`config.mk`:
```
export PLATFORM = sky130hd
export DESIGN_NAME = keypad_multitap
export DESIGN_NICKNAME = d
export VERILOG_FILES = /design/src/rtl/keypad_multitap.sv
export SDC_FILE = /design/constraint.sdc
export NUM_CORES = 1
export LEC_CHECK = 0
export CAP_MARGIN = 10
export CORE_ASPECT_RATIO = 0.8
export CORE_UTILIZATION = 35
export CTS_CLUSTER_DIAMETER = 200
export DETAILED_ROUTE_END_ITERATION = 7
export DONT_BUFFER_PORTS = 1
export PLACE_DENSITY = 0.48
export SLEW_MARGIN = 5
export SYNTH_ARGS = -nofsm -noshare
export SYNTH_HDL_FRONTEND = slang
export SYNTH_SLANG_ARGS = --single-unit
```
`constraint.sdc`:
```
create_clock -name clk -period 5.3 [get_ports clk]
set_input_delay 0.53 -clock clk [delete_from_list [all_inputs] [get_ports clk]]
set_output_delay 0.53 -clock clk [all_outputs]
set_load 0.05 [all_outputs]
```
`src/rtl/keypad_multitap.sv`:
```
// 4x4 matrix keypad scanner with press/release debounce and phone-style
// multi-tap letter entry ('*' commits, '#' submits the word, 'D' clears).
module keypad_multitap #(
  parameter int SCAN_DIV    = 10000,
  parameter int DEBOUNCE    = 50000,
  parameter int TAP_TIMEOUT = 10000000
) (
  input  logic       clk,
  input  logic       nRst,
  input  logic [3:0] row,
  output logic [3:0] col,
  output logic [7:0] letter,
  output logic       letter_valid,
  output logic       word_submit,
  output logic [7:0] preview,
  output logic       pending,
  output logic       error
);

  localparam int SW = $clog2(SCAN_DIV + 1);
  localparam int DW = $clog2(DEBOUNCE + 1);
  localparam int TW = $clog2(TAP_TIMEOUT + 1);

  typedef enum logic [1:0] {S_SCAN, S_PRESS_DB, S_HELD, S_RELEASE_DB} state_t;

  state_t          state_q, state_d;
  logic [3:0]      row_meta, row_s, row_cap;
  logic [SW-1:0]   scan_cnt;
  logic [DW-1:0]   db_cnt;
  logic [TW-1:0]   tap_cnt;
  logic [1:0]      quiet_cols, tap_idx, tap_next, r_idx, c_idx;
  logic            armed, chain_live, scan_freeze, scan_step, db_done;
  logic            db_clr, db_inc, cap_row, key_evt, is_letter, same_chain;
  logic [7:0]      key_ch, pend_key;

  function automatic logic [7:0] key_char(input logic [1:0] r, input logic [1:0] c);
    case ({r, c})
      4'h0: return "1";  4'h1: return "2";  4'h2: return "3";  4'h3: return "A";
      4'h4: return "4";  4'h5: return "5";  4'h6: return "6";  4'h7: return "B";
      4'h8: return "7";  4'h9: return "8";  4'hA: return "9";  4'hB: return "C";
      4'hC: return "*";  4'hD: return "0";  4'hE: return "#";  default: return "D";
    endcase
  endfunction

  function automatic logic [7:0] group_base(input logic [7:0] ch);
    case (ch)
      "2": return "A";  "3": return "D";  "4": return "G";  "5": return "J";
      "6": return "M";  "7": return "P";  "8": return "T";  "9": return "W";
      default: return 8'h00;
    endcase
  endfunction

  // NOTE: sequential state always uses non-blocking assignment so every flop
  // samples pre-edge values regardless of block ordering.
  always_ff @(posedge clk or negedge nRst) begin
    if (!nRst) begin
      row_meta <= '0;
      row_s    <= '0;
    end else begin
      row_meta <= row;
      row_s    <= row_meta;
    end
  end

  assign scan_freeze = (row_s != 4'b0000) || (state_q == S_RELEASE_DB);
  assign scan_step   = !scan_freeze && (scan_cnt == SW'(SCAN_DIV - 1));

  always_ff @(posedge clk or negedge nRst) begin
    if (!nRst) begin
      scan_cnt <= '0;
      col      <= 4'b1000;
    end else if (!scan_freeze) begin
      if (scan_step) begin
        scan_cnt <= '0;
        col      <= {col[0], col[3:1]};
      end else begin
        scan_cnt <= scan_cnt + 1'b1;
      end
    end
  end

  // A key held through reset must not fire: events stay blocked until one
  // full column rotation has seen an all-quiet row.
  always_ff @(posedge clk or negedge nRst) begin
    if (!nRst) begin
      quiet_cols <= '0;
      armed      <= 1'b0;
    end else if (row_s != 4'b0000) begin
      quiet_cols <= '0;
    end else if (scan_step && !armed) begin
      if (quiet_cols == 2'd3) armed <= 1'b1;
      else                    quiet_cols <= quiet_cols + 1'b1;
    end
  end

  assign db_done = (db_cnt == DW'(DEBOUNCE - 1));

  // NOTE: every output of this block gets a default first, so no path through
  // the case statement can leave a signal unassigned and infer a latch.
  always_comb begin
    state_d = state_q;
    db_clr  = 1'b0;
    db_inc  = 1'b0;
    cap_row = 1'b0;
    key_evt = 1'b0;
    case (state_q)
      S_SCAN: if (row_s != 4'b0000) begin
        state_d = S_PRESS_DB;
        db_clr  = 1'b1;
        cap_row = 1'b1;
      end
      S_PRESS_DB:
        if (row_s != row_cap) state_d = S_SCAN;
        else if (db_done) begin
          state_d = S_HELD;
          key_evt = armed && $onehot(row_cap);
        end else db_inc = 1'b1;
      S_HELD: if (row_s == 4'b0000) begin
        state_d = S_RELEASE_DB;
        db_clr  = 1'b1;
      end
      S_RELEASE_DB:
        if (row_s != 4'b0000) state_d = S_HELD;
        else if (db_done)     state_d = S_SCAN;
        else                  db_inc  = 1'b1;
      default: state_d = S_SCAN;
    endcase
  end

  always_ff @(posedge clk or negedge nRst) begin
    if (!nRst) begin
      state_q <= S_SCAN;
      db_cnt  <= '0;
      row_cap <= '0;
    end else begin
      state_q <= state_d;
      if (db_clr)      db_cnt <= '0;
      else if (db_inc) db_cnt <= db_cnt + 1'b1;
      if (cap_row)     row_cap <= row_s;
    end
  end

  always_comb begin
    case (row_cap)
      4'b1000: r_idx = 2'd0;
      4'b0100: r_idx = 2'd1;
      4'b0010: r_idx = 2'd2;
      default: r_idx = 2'd3;
    endcase
    case (col)
      4'b1000: c_idx = 2'd0;
      4'b0100: c_idx = 2'd1;
      4'b0010: c_idx = 2'd2;
      default: c_idx = 2'd3;
    endcase
    key_ch     = key_char(r_idx, c_idx);
    is_letter  = (key_ch >= "2") && (key_ch <= "9");
    same_chain = pending && chain_live && (key_ch == pend_key);
    if (!same_chain)                                           tap_next = 2'd0;
    else if (tap_idx == ((key_ch == "7" || key_ch == "9") ? 2'd3 : 2'd2)) tap_next = 2'd0;
    else                                                       tap_next = tap_idx + 1'b1;
  end

  always_ff @(posedge clk or negedge nRst) begin
    if (!nRst) begin
      letter       <= '0;
      letter_valid <= 1'b0;
      word_submit  <= 1'b0;
      error        <= 1'b0;
      preview      <= '0;
      pending      <= 1'b0;
      pend_key     <= '0;
      tap_idx      <= '0;
      chain_live   <= 1'b0;
      tap_cnt      <= '0;
    end else begin
      letter_valid <= 1'b0;
      word_submit  <= 1'b0;
      error        <= 1'b0;
      if (chain_live) begin
        if (tap_cnt == TW'(TAP_TIMEOUT - 1)) chain_live <= 1'b0;
        else                                 tap_cnt    <= tap_cnt + 1'b1;
      end
      // Event handling sits after the timer so a new tap wins over expiry.
      if (key_evt) begin
        if (is_letter) begin
          pending    <= 1'b1;
          pend_key   <= key_ch;
          tap_idx    <= tap_next;
          preview    <= group_base(key_ch) + {6'd0, tap_next};
          chain_live <= 1'b1;
          tap_cnt    <= '0;
        end else if (key_ch == "*") begin
          if (pending) begin
            letter       <= preview;
            letter_valid <= 1'b1;
            pending      <= 1'b0;
            preview      <= '0;
          end else begin
            error <= 1'b1;
          end
        end else if (key_ch == "#") begin
          word_submit <= 1'b1;
          pending     <= 1'b0;
          preview     <= '0;
        end else if (key_ch == "D") begin
          pending <= 1'b0;
          preview <= '0;
        end
      end
    end
  end

endmodule

```
==> out/summary.md <==
* **critical path peak fanout** 6
* **Async S/R FF share, synth** 1.00
* **Final period util** 0.872
* **source of the worst register-to-register timing path** col[0]
* **Post-Route Skew** 0.00882 ns
* **largest net degree at the start of global routing** 103
* **number of cell instances on the worst register-to-register path** 16
* **worst reg2reg setup slack** 0.68 ns
* **average wire length per cell after detail routing** 14.5 um
* **Die Span X** 142 um
* **Max-Cap Viols** 0
* **area of the multi-input gates** 2740 um^2
* **critical path endpoint** preview[2]
* **total number of H-tree levels** 3
* **total wirelength of the detailed-routed design** 11100 um
* **minimum setup slack in the final design** 0.677 ns
* **worst slew margin relative to its limit** 0.247
* **routed via count** 3860
* **total DRC errors in the routed layout** 0
* **number of flip-flops and latches in the synthesized netlist** 103
* **global-route total usage across every layer** 0.152
* **number of cell rows** 40
* **clock input transition at the sequential cells of the worst setup and hold paths** 0.07 ns
* **Starting DRT DRC Count** 249
* **count of different cell masters after synthesis** 72
* **number of nets with antenna violations after detailed routing** 0
* **max-slew violation count** 0
* **setup violators final** 0
* **timing startpoint of the critical path** col[0]
* **wire length of the first global-routing pass** 19200 um
* **drt pass-1 iters** 4
* **Root Buffer Master** sky130_fd_sc_hd__clkbuf_16
* **Fin. Hold Viols** 0
* **Hold Buf Count CTS** 1
* **GRT overflow** 0
* **floorplan die area** 16100 um^2
* **Data required, critical path** 5.58 ns
* **Port-buffer cells** 0
* **capture point of the worst reg-to-reg path** preview[2]
* **Area growth, synth to finish** 9.81%
* **Syn Inst Count** 546
* **number of global-route vias before repair** 3788
* **nature of the critical path startpoint** flop
* **share of post-route cells with drive strength above 1** 0.0993
* **worst-margin pin slew** 1.13 ns
* **maximum clock frequency** 216 MHz
* **diode insertion count for antenna repair** 0
* **capturing element type of the critical path** flop
* **starting density of the core** 0.362
* **detail-routed via count per cell** 5.05
* **Die Span Y** 114 um
* **startpoint-to-endpoint class of the critical path** flop to flop
* **per-instance average area after synthesis** 10.0 um^2
* **clock sink count** 103
* **postcts setup bufs** 0
* **outcome** completed
* **number of enable flip-flop cells after synthesis** 0
* **Yosys Warn Count** 0
* **sum of negative setup slack** 0 ns
* **number of buffers created by CTS** 9
* **overall power** 1.98 mW
* **Worst-Skew Late Latency** 0.35 ns
* **area of the placeable core** 15100 um^2
* **Detail Placement HPWL** 7550 um
* **number of fillers in the final layout** 1483
* **gp weighted congestion** 0.819
* **standby leakage power** 2.69 nW
* **worst setup slack before clock tree synthesis** 0.714 ns
* **VDD IR-drop max** 0.000164 V
* **register area** 2580 um^2
* **class of the tightest hold or removal check** input pin to asynchronous set/reset pin
* **setup repair after global routing missed its margin** false
* **Post-Syn Area** 5470 um^2
* **leading cell types in the layout, fill and taps excluded** 102 x sky130_fd_sc_hd__dfrtp_1, 65 x sky130_fd_sc_hd__nor2_1, 60 x sky130_fd_sc_hd__nand2_1
* **CTS max path bufs** 2
* **antenna violations before repair** 0
* **number of nets in the layout** 572
* **Final Critical Period** 4.62 ns
* **most common library cell in the layout ignoring fill and taps** sky130_fd_sc_hd__dfrtp_1
* **arrival time at the worst endpoint** 4.90 ns
* **clock tree from TritonCTS** built
* **count of cells resized by post-cts repair** 0
* **part of the Yosys area used for sequential elements** 0.472
* **number of I/O pins** 30
* **Top FF cell, synth** sky130_fd_sc_hd__dfrtp_1
* **power per unit of standard cell area** 329 nW/um^2
[cells in the mapped netlist, drive strengths merged, types with 3 or more instances]
cell / number / area share
or4: 4 / 0.0055
clkbuf: 7 / 0.0048
a211oi: 3 / 0.0041
nand4: 10 / 0.013
and2: 8 / 0.0092
o21ai: 18 / 0.016
and3: 10 / 0.011
mux2i: 8 / 0.015
o31ai: 8 / 0.015
nor2: 65 / 0.045
nand3: 28 / 0.026
nand2b: 7 / 0.0085
nor4b: 4 / 0.0075
xnor2: 16 / 0.026
nand2: 62 / 0.044
nor2b: 4 / 0.0046
buf: 10 / 0.011
a22o: 3 / 0.0048
and4: 3 / 0.0048
or3: 6 / 0.0069
xor2: 34 / 0.054
nor3: 12 / 0.013
a21o: 4 / 0.0055
or2: 3 / 0.0034
mux2: 11 / 0.027
a21oi: 16 / 0.015
ha: 14 / 0.032
nand3b: 3 / 0.0041
a2111oi: 4 / 0.010
nor4: 6 / 0.012
inv: 20 / 0.014
dfrtp: 102 / 0.47
[per-stage QoR]
stage / util / hold WS, ns / instances / area [um^2]
global route: 0.397 / 0.136 / 764 / 6010
finish: 0.397 / 0.0696 / 764 / 6010
detailed placement: 0.377 / 0.239 / 747 / 5700
floorplan: - / 0.234 / 547 / 5470
CTS: 0.397 / 0.00325 / 763 / 6000
global placement: 0.377 / 0.238 / 747 / 5700
[cell families (layout without fill, tap and decap cells)]
group,Yosys count,after routing,share of synthesized area
fa+ha+maj,16,16,0.0394
flops,103,103,0.472
buf+inv,37,44,0.0291
other cells,1,2,0.000686
compound gates,80,80,0.110
simple gates,240,240,0.227
mux,19,19,0.0428
xor+xnor,50,50,0.0801
[report_power, final]
part / internal (mW) / switching (mW)
combinational: 0.177 / 0.319
sequential: 0.822 / 0.0489
clock: 0.317 / 0.293
[how the worst min path moves through the flow]
stage                   endpoint  slack (ns)  cells after the start
floorplan                  armed        0.23                      0
global placement    scan_cnt[12]        0.24                      0
detailed placement   scan_cnt[5]        0.24                      0
CTS                       col[3]       0.003                      0
global route         scan_cnt[2]        0.14                      1
finish               scan_cnt[2]        0.07                      1
[area by class of cell]
class / instances / area share
inverters: 20 / 0.0125
well taps: 210 / 0.0438
clock buffers: 10 / 0.0381
multi-input cells: 407 / 0.455
clock inverters: 5 / 0.00583
flip-flops and latches: 103 / 0.429
repair buffers: 9 / 0.0150
[per-layer routing]
metal / global-route usage / up-vias / wire [um]
met5: 0 / - / 0
met4: 0.0423 / 0 / 119
met3: 0.0424 / 10 / 467
met2: 0.219 / 69 / 4590
met1: 0.220 / 1864 / 5920
li1: - / 1917 / -
[worst max-delay path, cell delays in order, from the launching register on]
cell                        delay (ns)
sky130_fd_sc_hd__dfrtp_1          0.61
sky130_fd_sc_hd__nor4b_2          0.32
sky130_fd_sc_hd__buf_4            0.20
sky130_fd_sc_hd__inv_1            0.08
sky130_fd_sc_hd__ha_1             0.24
sky130_fd_sc_hd__a211oi_1         0.35
sky130_fd_sc_hd__nor3_1           0.13
sky130_fd_sc_hd__a221oi_1         0.32
sky130_fd_sc_hd__o2111ai_1        0.20
sky130_fd_sc_hd__a2111oi_4        0.44
sky130_fd_sc_hd__nor2b_1          0.21
sky130_fd_sc_hd__and2_1           0.15
sky130_fd_sc_hd__ha_1             0.16
sky130_fd_sc_hd__inv_1            0.06
sky130_fd_sc_hd__fa_1             0.44
sky130_fd_sc_hd__or4_1            0.55
sky130_fd_sc_hd__nand3_1          0.10
[flip-flops by register name (all words and copies together), names as in the netlist]
register and count:
error 1, letter 7, pend_key 7, pending 1, db_cnt 16, row_s 4, word_submit 1, tap_idx 2
tap_cnt 24, row_cap 4, chain_live 1, letter_valid 1, quiet_cols 2, col 4, state_q 2, armed 1
scan_cnt 14, row_meta 4, preview 7
No activity file was read; power rests on OpenSTA's default activity.
